`src/rtl/dp_arbiter.sv`:
```
// Two-requester round-robin front end for a shared datapath of latency LAT.
// Results return in issue order through a {valid,id} tag pipeline.
module dp_arbiter #(
  parameter int N   = 16,
  parameter int LAT = 1
) (
  input  logic         clk,
  input  logic         rst_n,
  input  logic         en,
  input  logic         req0_valid,
  input  logic         req1_valid,
  output logic         req0_ready,
  output logic         req1_ready,
  input  logic [N-1:0] req0_a,
  input  logic [N-1:0] req0_b,
  input  logic [2:0]   req0_op,
  input  logic [N-1:0] req1_a,
  input  logic [N-1:0] req1_b,
  input  logic [2:0]   req1_op,
  output logic [N-1:0] dp_a,
  output logic [N-1:0] dp_b,
  output logic [2:0]   dp_opcode,
  output logic         dp_issue,
  input  logic [N-1:0] dp_y,
  input  logic         dp_co,
  output logic         res0_valid,
  output logic         res1_valid,
  output logic [N-1:0] res_y,
  output logic         res_co,
  output logic         busy
);
  typedef struct packed {
    logic [N-1:0] a;
    logic [N-1:0] b;
    logic [2:0]   op;
  } req_t;

  req_t       req0, req1, win_req;
  logic       last_grant, winner, xfer;
  logic [LAT:0] vld_pipe, id_pipe;
  logic       res_vld, res_id;

  assign req0 = {req0_a, req0_b, req0_op};
  assign req1 = {req1_a, req1_b, req1_op};

  // winner is the requester id; on contention the one not granted last wins
  assign winner     = (req0_valid && req1_valid) ? ~last_grant : req1_valid;
  assign req0_ready = rst_n & en & req0_valid & ~winner;
  assign req1_ready = rst_n & en & req1_valid & winner;
  assign xfer       = req0_ready | req1_ready;
  assign win_req    = winner ? req1 : req0;

  always_ff @(posedge clk or negedge rst_n) begin
    if (!rst_n) begin
      last_grant <= 1'b1;
      dp_a       <= '0;
      dp_b       <= '0;
      dp_opcode  <= '0;
      vld_pipe   <= '0;
      id_pipe    <= '0;
      res_vld    <= 1'b0;
      res_id     <= 1'b0;
      res_y      <= '0;
      res_co     <= 1'b0;
    end else begin
      if (xfer) begin
        last_grant <= winner;
        dp_a       <= win_req.a;
        dp_b       <= win_req.b;
        dp_opcode  <= win_req.op;
      end
      vld_pipe[0] <= xfer;
      id_pipe[0]  <= winner;
      for (int k = 1; k <= LAT; k++) begin
        vld_pipe[k] <= vld_pipe[k-1];
        id_pipe[k]  <= id_pipe[k-1];
      end
      // last tag stage lines up with the datapath result of the same op
      res_vld <= vld_pipe[LAT];
      res_id  <= id_pipe[LAT];
      if (vld_pipe[LAT]) begin
        res_y  <= dp_y;
        res_co <= dp_co;
      end
    end
  end

  assign dp_issue   = vld_pipe[0];
  assign res0_valid = res_vld & ~res_id;
  assign res1_valid = res_vld & res_id;
  assign busy       = (|vld_pipe) | res_vld;
endmodule

```
`config.mk`:
```
export PLATFORM = sky130hd
export DESIGN_NAME = dp_arbiter
export DESIGN_NICKNAME = d
export VERILOG_FILES = /design/src/rtl/dp_arbiter.sv
export SDC_FILE = /design/constraint.sdc
export NUM_CORES = 1
export LEC_CHECK = 0
export ABC_CLOCK_PERIOD_IN_PS = 4000
export CORE_ASPECT_RATIO = 1.25
export CORE_UTILIZATION = 41
export CTS_BUF_LIST = sky130_fd_sc_hd__clkbuf_4
export DETAILED_ROUTE_END_ITERATION = 10
export PLACE_DENSITY = 0.87
export RECOVER_POWER = 50
export SYNTH_ARGS = -nofsm -noshare
export SYNTH_HDL_FRONTEND = slang
export SYNTH_SLANG_ARGS = --single-unit
```
`constraint.sdc`:
```
create_clock -name clk -period 4 [get_ports clk]
set_input_delay 0.6 -clock clk [delete_from_list [all_inputs] [get_ports clk]]
set_output_delay 0.6 -clock clk [all_outputs]
set_load 0.05 [all_outputs]
```
======== Word level (Yosys, flattened, before mapping) ========
Cells that the tools add are included.
storage, ports and cells
  logic and storage cells ................. 26
  RAM bits ................................ 0
  memory bits (read-only) ................. 0
  input bits .............................. 92
  memories kept ........................... 0
  latch bits .............................. 0
  bits in registers ....................... 59
operators by class
  order comparisons ....................... 0
  muxes and demuxes ....................... 2
  divide/modulo/power cells ............... 0
  $add $sub $neg .......................... 0
  bitwise gates (word level) .............. 12
  eq/ne operators ......................... 0
  shift-type cells ........................ 0
  reduce and logical (&&, ||, !) cells .... 2
  multiply operators ...................... 0
operator list
  kind                 count
  $mux W35             1
  $and A1 B1 Y1        7
  $not A1 Y1           3
  $or A1 B1 Y1         2
  $reduce_or A2 Y1     1
  $logic_and A1 B1 Y1  1
  $mux W1              1

======== Logic depth before layout (Yosys ltp) ========
Gate-level depths: netlist (run 1).
  depth after elaboration ................. 5
  depth in mapped cells ................... 7
  gate-level depth less buffers ........... 4

======== Least setup slack after synthesis (run 1) ========
Ideal clock, no wire load.
  kind .................................... input -> output
  start ................................... in req1_valid
  end ..................................... out req0_ready
  arrival time ............................ 1770 ps
  path buffers ............................ 2
  stages on the path ...................... 5
  path slack .............................. 1630 ps
  cells stage by stage .................... a21bo_1 -> buf_6 -> clkinv_2 -> buf_2 -> nor2_1
between the ends
  cells in the longest elaborated chain, start to end .. 4
ends and longest elaborated chain
  item                 RTL line  text
  start, declared      11        input logic req1_valid,
  $logic_and A1 B1 Y1  47        assign winner = (req0_valid && req1_valid) ? ~last_grant : req1_valid;
  $mux W1 *            47
  named net winner     39        logic last_grant, winner, xfer;
  $not A1 Y1 *         48        assign req0_ready = rst_n & en & req0_valid & ~winner;
  $and A1 B1 Y1 *      48
  end, declared        12        output logic req0_ready,
The timed path passes the listed nets; every way through them passes the cells marked *.

======== Worst setup path in the final report (run 1) ========
  start ................................... in req0_valid
  end ..................................... out req1_ready
between the ends
  cells in the longest elaborated chain, start to end .. 3
ends and longest elaborated chain
  item                 RTL line  text
  start, declared      10        input logic req0_valid,
  $logic_and A1 B1 Y1  47
  $mux W1              47
  $and A1 B1 Y1        49        assign req1_ready = rst_n & en & req1_valid & winner;
  end, declared        13        output logic req1_ready,
Every way passes these cells.

==> qor.yml, run 1 <==
hold_class: "reg -> reg"
finalSetupViolCount: 0
slew_headroom: 0.338
fin_setup_tns_ns: 0
worstRegToRegCells: 4
fin_util: 0.701
cts_hold_buffers: 0
worstSkewPairLatency_ns: 0.39
synth_compound_area_frac: 0.0988
crit_family: "buffers and inverters"
drtAntennaViolNets: 0
final_layout_size_suffix_gt1_frac: 0.0987
syn-cell-area_um2: 2470
min_period_over_period: 0.722
route.final.wire_length_mm: 6.56
cts_setup_buffers: 0
synth_cell_types: 19
worst_pin_slew_ns: 0.994
path_class: "in -> out"
cts_root_buf: "clkbuf_4"
insertedDiodeCount: 0
synth_mux_area_frac: 0.0775
ios: 150
drt_iter0_drc: 70
powerDensity_nw_per_um2: 488
place_hpwl_mm: 4.78
maxSlewViolCount: 0
cp-start-kind: "input pin"
fin_crit_ns: 2.89
start_util: 0.425
gp_congestion: 0.735
cp_num_buf_inv: 3
slowest_stage: "clkdlybuf4s50_1"
die_area_um2: 6340
mostFrequentLayoutCells: "clkdlybuf4s50_1, nand2_1, dfrtp_1"
viasPerCell: 5.01
via_count: 2311
port_buffers: 149
crit_required_ns: 3.40
syn_avg_cell_area_um2: 10.0
internal-power_uw: 1200
path_cells: "clkdlybuf4s50_1 -> a21bo_1 -> clkinv_2 -> and3_1 -> buf_4"
grt_pass1_wl_mm: 10.7
cts_made_buffers: 9
grt_usage: 0.222
wire_per_inst_um: 14.2
finalHoldViolCount: 0
p_sw_uw: 786
synth_top_family_by_area: "simple AND/OR/NAND/NOR gates"
clockBufferDepth: 2
clkPwrFrac: 0.197
die_w_um: 71.4
final_nets: 483
row_count: 31
cp_slowest_stage_delay_ns: 0.52
cp-end-kind: "primary output"
synth_top_area_share: 0.588
grt_max_degree: 63
max_cap_viol_count: 0
first_pass_iters: 5
outcome: "finished, final reports clean"
cts.sinks: 59
htree_levels: 3
syn_nets: 338
final_common_cell: "clkdlybuf4s50_1"
syn_inst: 246
pwr-share-seq: 0.382
ys_seq_elements: 59
die_h_um: 88.8
ys_warn_count: 0
vdd_drop_max_v: 0.000296
synth_area_leaders: "dfrtp_1, nand2_1, a31oi_1, mux2_2, nor2_1"
cp.arrival_ns: 2.29
critPathMaxFanout: 38
fin_skew_ns: 0.0110
switching_share: 0.395
clkTransAtPathRegs_ns: 0.10
synth_top_area_cell: "dfrtp_1"
cp_num_cells: 5
synth-simple-area-share: 0.177
antenna_found_initial: 0
p_comb_frac: 0.422
seq_area_frac_synth: 0.598
rsz0062_at_grt: "false"
synthAdderAreaFrac: 0
reg2reg_slack_ns: 2.37
grt_pass1_vias: 2300
grt_overflow_total: 0
synthXorXnorAreaFrac: 0
coreArea_um2: 5820
p_leak_uw: 0.00172
area_growth_pct: 65.1
drc: 0
cts_tree: "built"
fmax_mhz: 346
cts.repair.resized: 0
hold-path-cell-count: 0
## routing by layer
| metal | GRT usage | vias to the layer above | share of wire |
|---|---|---|---|
| li1 | - | 1110 | - |
| met4 | 0.0600 | 0 | 0.0061 |
| met1 | 0.252 | 1088 | 0.39 |
| met3 | 0.0854 | 6 | 0.078 |
| met5 | 0 | - | 0 |
| met2 | 0.391 | 107 | 0.52 |
## cell families after synthesis
group | after synthesis
flops | 59
mux | 17
compound gates | 38
buf+inv | 19
simple gates | 113
## metrics by stage
step	cells	instance area [um^2]	setup slack, ns	total power (uW)	hold slack [ns]
global route	461	4080	0.953	2100	0.364
detailed placement	446	3950	1.10	1620	0.336
floorplan	246	2470	1.63	1280	0.304
global placement	446	3950	1.18	1600	0.333
CTS	461	4080	1.10	2010	0.360
finish	461	4080	1.11	1990	0.358
## synth_stat cells
library cell,number
a31oi_1,35
dfrtp_1,58
buf_6,2
a21bo_1,1
and3_1,1
nand3_1,2
buf_2,8
o21ai_0,1
and2_1,1
nor2b_1,1
nand2_1,71
dfstp_2,1
nor2_1,36
or3_1,1
buf_8,2
mux2_2,17
o211a_1,1
clkinv_2,1
clkbuf_1,6
## sequential cells by signal, indices dropped and copies added, names as in the netlist
register    count
dp_a           16
dp_b           16
dp_opcode       3
res_co          1
res_y          16
vld_pipe        2
res_vld         1
last_grant      1
id_pipe         2
res_id          1
## power by group through the flow
| stage | combinational [uW] | sequential (uW) | clock, uW |
|---|---|---|---|
| after floorplan | 170 | 1110 | 0 |
| after global placement | 832 | 764 | 0 |
| after detailed placement | 843 | 773 | 0 |
| after CTS | 845 | 760 | 407 |
| after global routing | 885 | 772 | 440 |
| final | 839 | 759 | 391 |
## final timing paths
check | start | endpoint
setup / recovery | req0_valid | req1_ready
min in group asynchronous | rst_n | dp_b[7]$_DFFE_PN0P_
max in group asynchronous | rst_n | dp_b[13]$_DFFE_PN0P_
hold / removal | id_pipe[1]$_DFF_PN0_ | res_id$_DFF_PN0_
hold reg to reg | id_pipe[1]$_DFF_PN0_ | res_id$_DFF_PN0_
setup reg to reg | last_grant$_DFFE_PN1P_ | dp_b[9]$_DFFE_PN0P_
## final cells by class
type / count / area (um^2)
Fill cell: 485 / 1740
Timing Repair Buffer: 152 / 1520
Sequential cell: 59 / 1480
Multi-Input combinational cell: 168 / 872
Tap cell: 66 / 82.6
Clock buffer: 9 / 67.6
Clock inverter: 6 / 57.6
Inverter: 1 / 5.00
No activity file was read; power rests on OpenSTA's default activity.
==> inputs of run 2 (changes only) <==
--- a/config.mk
+++ b/config.mk
@@ -5,12 +5,12 @@
 export SDC_FILE = /design/constraint.sdc
 export NUM_CORES = 1
 export LEC_CHECK = 0
-export ABC_CLOCK_PERIOD_IN_PS = 4000
+export ABC_CLOCK_PERIOD_IN_PS = 2500
 export CORE_ASPECT_RATIO = 1.25
-export CORE_UTILIZATION = 41
+export CORE_UTILIZATION = 35
 export CTS_BUF_LIST = sky130_fd_sc_hd__clkbuf_4
 export DETAILED_ROUTE_END_ITERATION = 10
-export PLACE_DENSITY = 0.87
+export PLACE_DENSITY = 0.79
 export RECOVER_POWER = 50
 export SYNTH_ARGS = -nofsm -noshare
 export SYNTH_HDL_FRONTEND = slang
==> constraint.sdc (replaced) <==
create_clock -name clk -period 2.5 [get_ports clk]
set_input_delay 0.375 -clock clk [delete_from_list [all_inputs] [get_ports clk]]
set_output_delay 0.375 -clock clk [all_outputs]
set_load 0.05 [all_outputs]
==> run 2 against run 1 <==
Net effect:
- flip-flop and latch count is the same
- register-to-register slack lost 1.6 ns
- critical path type is now reg -> out
- sequential share of layout area shrank 0.32 points
- clock skew shrank 0.00052 ns
- global-route usage shrank 3.5 points
- utilization shrank 8.6 points
- first-iteration DRC count grew 100%
- sequential power grew 58%
- critical endpoint is now busy
- total power grew 61%
==> qor.yml, run 2 (synthesis results as in run 1) <==
switching_share: 0.393
gp_congestion: 0.768
insertedDiodeCount: 0
busiest_layer: "met2"
internal-power_uw: 1940
met1_usage: 0.208
htree_levels: 3
fin_crit_ns: 2.20
drtAntennaViolNets: 0
cts_hold_buffers: 0
start_util: 0.369
via_count: 2261
critPathMaxFanout: 3
regArea_um2: 1480
area_growth_pct: 66.6
fin_ws_ns: 0.303
max_cap_viol_count: 0
fmax_mhz: 455
viasPerCell: 4.66
mostFrequentLayoutCells: "clkdlybuf4s50_1, nand2_1, dfrtp_1"
route.final.wire_length_mm: 6.51
fin_cells: 485
die_area_um2: 7400
coreArea_um2: 6690
worstRegToRegCells: 5
grt_pass1_wl_mm: 10.4
r2r-end: "dp_a[4]$_DFFE_PN0P_"
maxSlewViolCount: 0
fin_skew_ns: 0.0105
pwr-share-seq: 0.377
clkPwrFrac: 0.202
cts.sinks: 59
reg2reg_slack_ns: 0.81
cts_made_buffers: 9
grt_usage: 0.187
rsz0062_at_grt: "false"
min_period_over_period: 0.879
first_pass_iters: 4
final_layout_size_suffix_gt1_frac: 0.103
p_sw_uw: 1260
final_nets: 485
p_total_uw: 3200
p_leak_uw: 0.00172
vdd_drop_max_v: 0.000494
post-place-ws_ns: 0.559
cts.repair.resized: 0
cts_tree: "built"
grt_max_degree: 72
gr-usage-met3: 0.0512
cp-end-kind: "primary output"
p_comb_frac: 0.421
path_class: "reg -> out"
dp_cells: 469
final.fill_count: 615
hold_start: "rst_n"
antenna_found_initial: 0
hold-path-cell-count: 3
cp-start-kind: "flip-flop"
met2_usage: 0.322
row_count: 33
cp.arrival_ns: 1.82
fin_setup_tns_ns: 0
crit_required_ns: 2.12
ios: 150
grt_overflow_total: 0
die_w_um: 77.1
clockBufferDepth: 2
multiInputGateArea_um2: 872
reg_top3: "dp_a: 16 flops, dp_b: 16 flops, res_y: 16 flops"
slew_headroom: 0.0670
reg2reg_from: "last_grant$_DFFE_PN1P_"
worst_pin_slew_ns: 1.40
clkTransAtPathRegs_ns: 0.09
die_h_um: 95.9
wire_per_inst_um: 13.4
drc: 0
cts_root_buf: "clkbuf_4"
place_hpwl_mm: 4.76
hold_end: "last_grant$_DFFE_PN1P_"
final_common_cell: "clkdlybuf4s50_1"
hold_class: "in -> reg"
grt_pass1_vias: 2178
worstSkewPairLatency_ns: 0.38
finalHoldViolCount: 0
outcome: "finished, final reports clean"
holdWs_ns: 0.311
powerDensity_nw_per_um2: 777
drt_iter0_drc: 140
port_buffers: 149
cts_setup_buffers: 0
finalSetupViolCount: 0
-- run 2: changes by cell type in the layout (fill, tap and decap cells not counted), sizes merged --
cell,delta
buf,-2
clkbuf,+5
-- run 2: per-layer routing --
layer  vias up  wire length, um
met5         -                0
met4         0              172
met3        14              516
met2       100             3390
met1      1025             2420
li1       1122                -
-- run 2: cell type report --
| cell class | count | share of cell area |
|---|---|---|
| tap | 87 | 0.0265 |
| clock inverter | 6 | 0.0137 |
| inverter | 1 | 0.00122 |
| clock buffer | 10 | 0.0182 |
| timing repair buffer | 154 | 0.369 |
| sequential | 59 | 0.359 |
| multi-input combinational | 168 | 0.212 |
-- run 2: how the worst max path moves through the flow --
stage	start	to
detailed placement	req1_valid	dp_a[8]$_DFFE_PN0P_
finish	res_vld$_DFF_PN0_	busy
CTS	res_vld$_DFF_PN0_	busy
floorplan	last_grant$_DFFE_PN1P_	req0_ready
global route	en	dp_a[8]$_DFFE_PN0P_
global placement	req1_valid	req1_ready
-- run 2: worst max-delay path: stages, from the launching register on --
cell,delay [ns]
dfrtp_1,0.38
or3_1,0.36
clkdlybuf4s50_1,0.70
-- run 2: stage by stage --
stage	utilization	instance area, um^2
after floorplan	-	2470
after detailed placement	0.599	4010
after CTS	0.619	4140
after global placement	0.599	4010
after global routing	0.615	4110
final	0.615	4110
-- run 2: power by group through the flow --
| stage | registers, uW | logic [uW] | clock network, uW |
|---|---|---|---|
| after floorplan | 1780 | 272 | 0 |
| after detailed placement | 1230 | 1360 | 0 |
| final | 1200 | 1350 | 644 |
| after CTS | 1210 | 1370 | 670 |
| after global placement | 1220 | 1350 | 0 |
| after global routing | 1230 | 1420 | 714 |
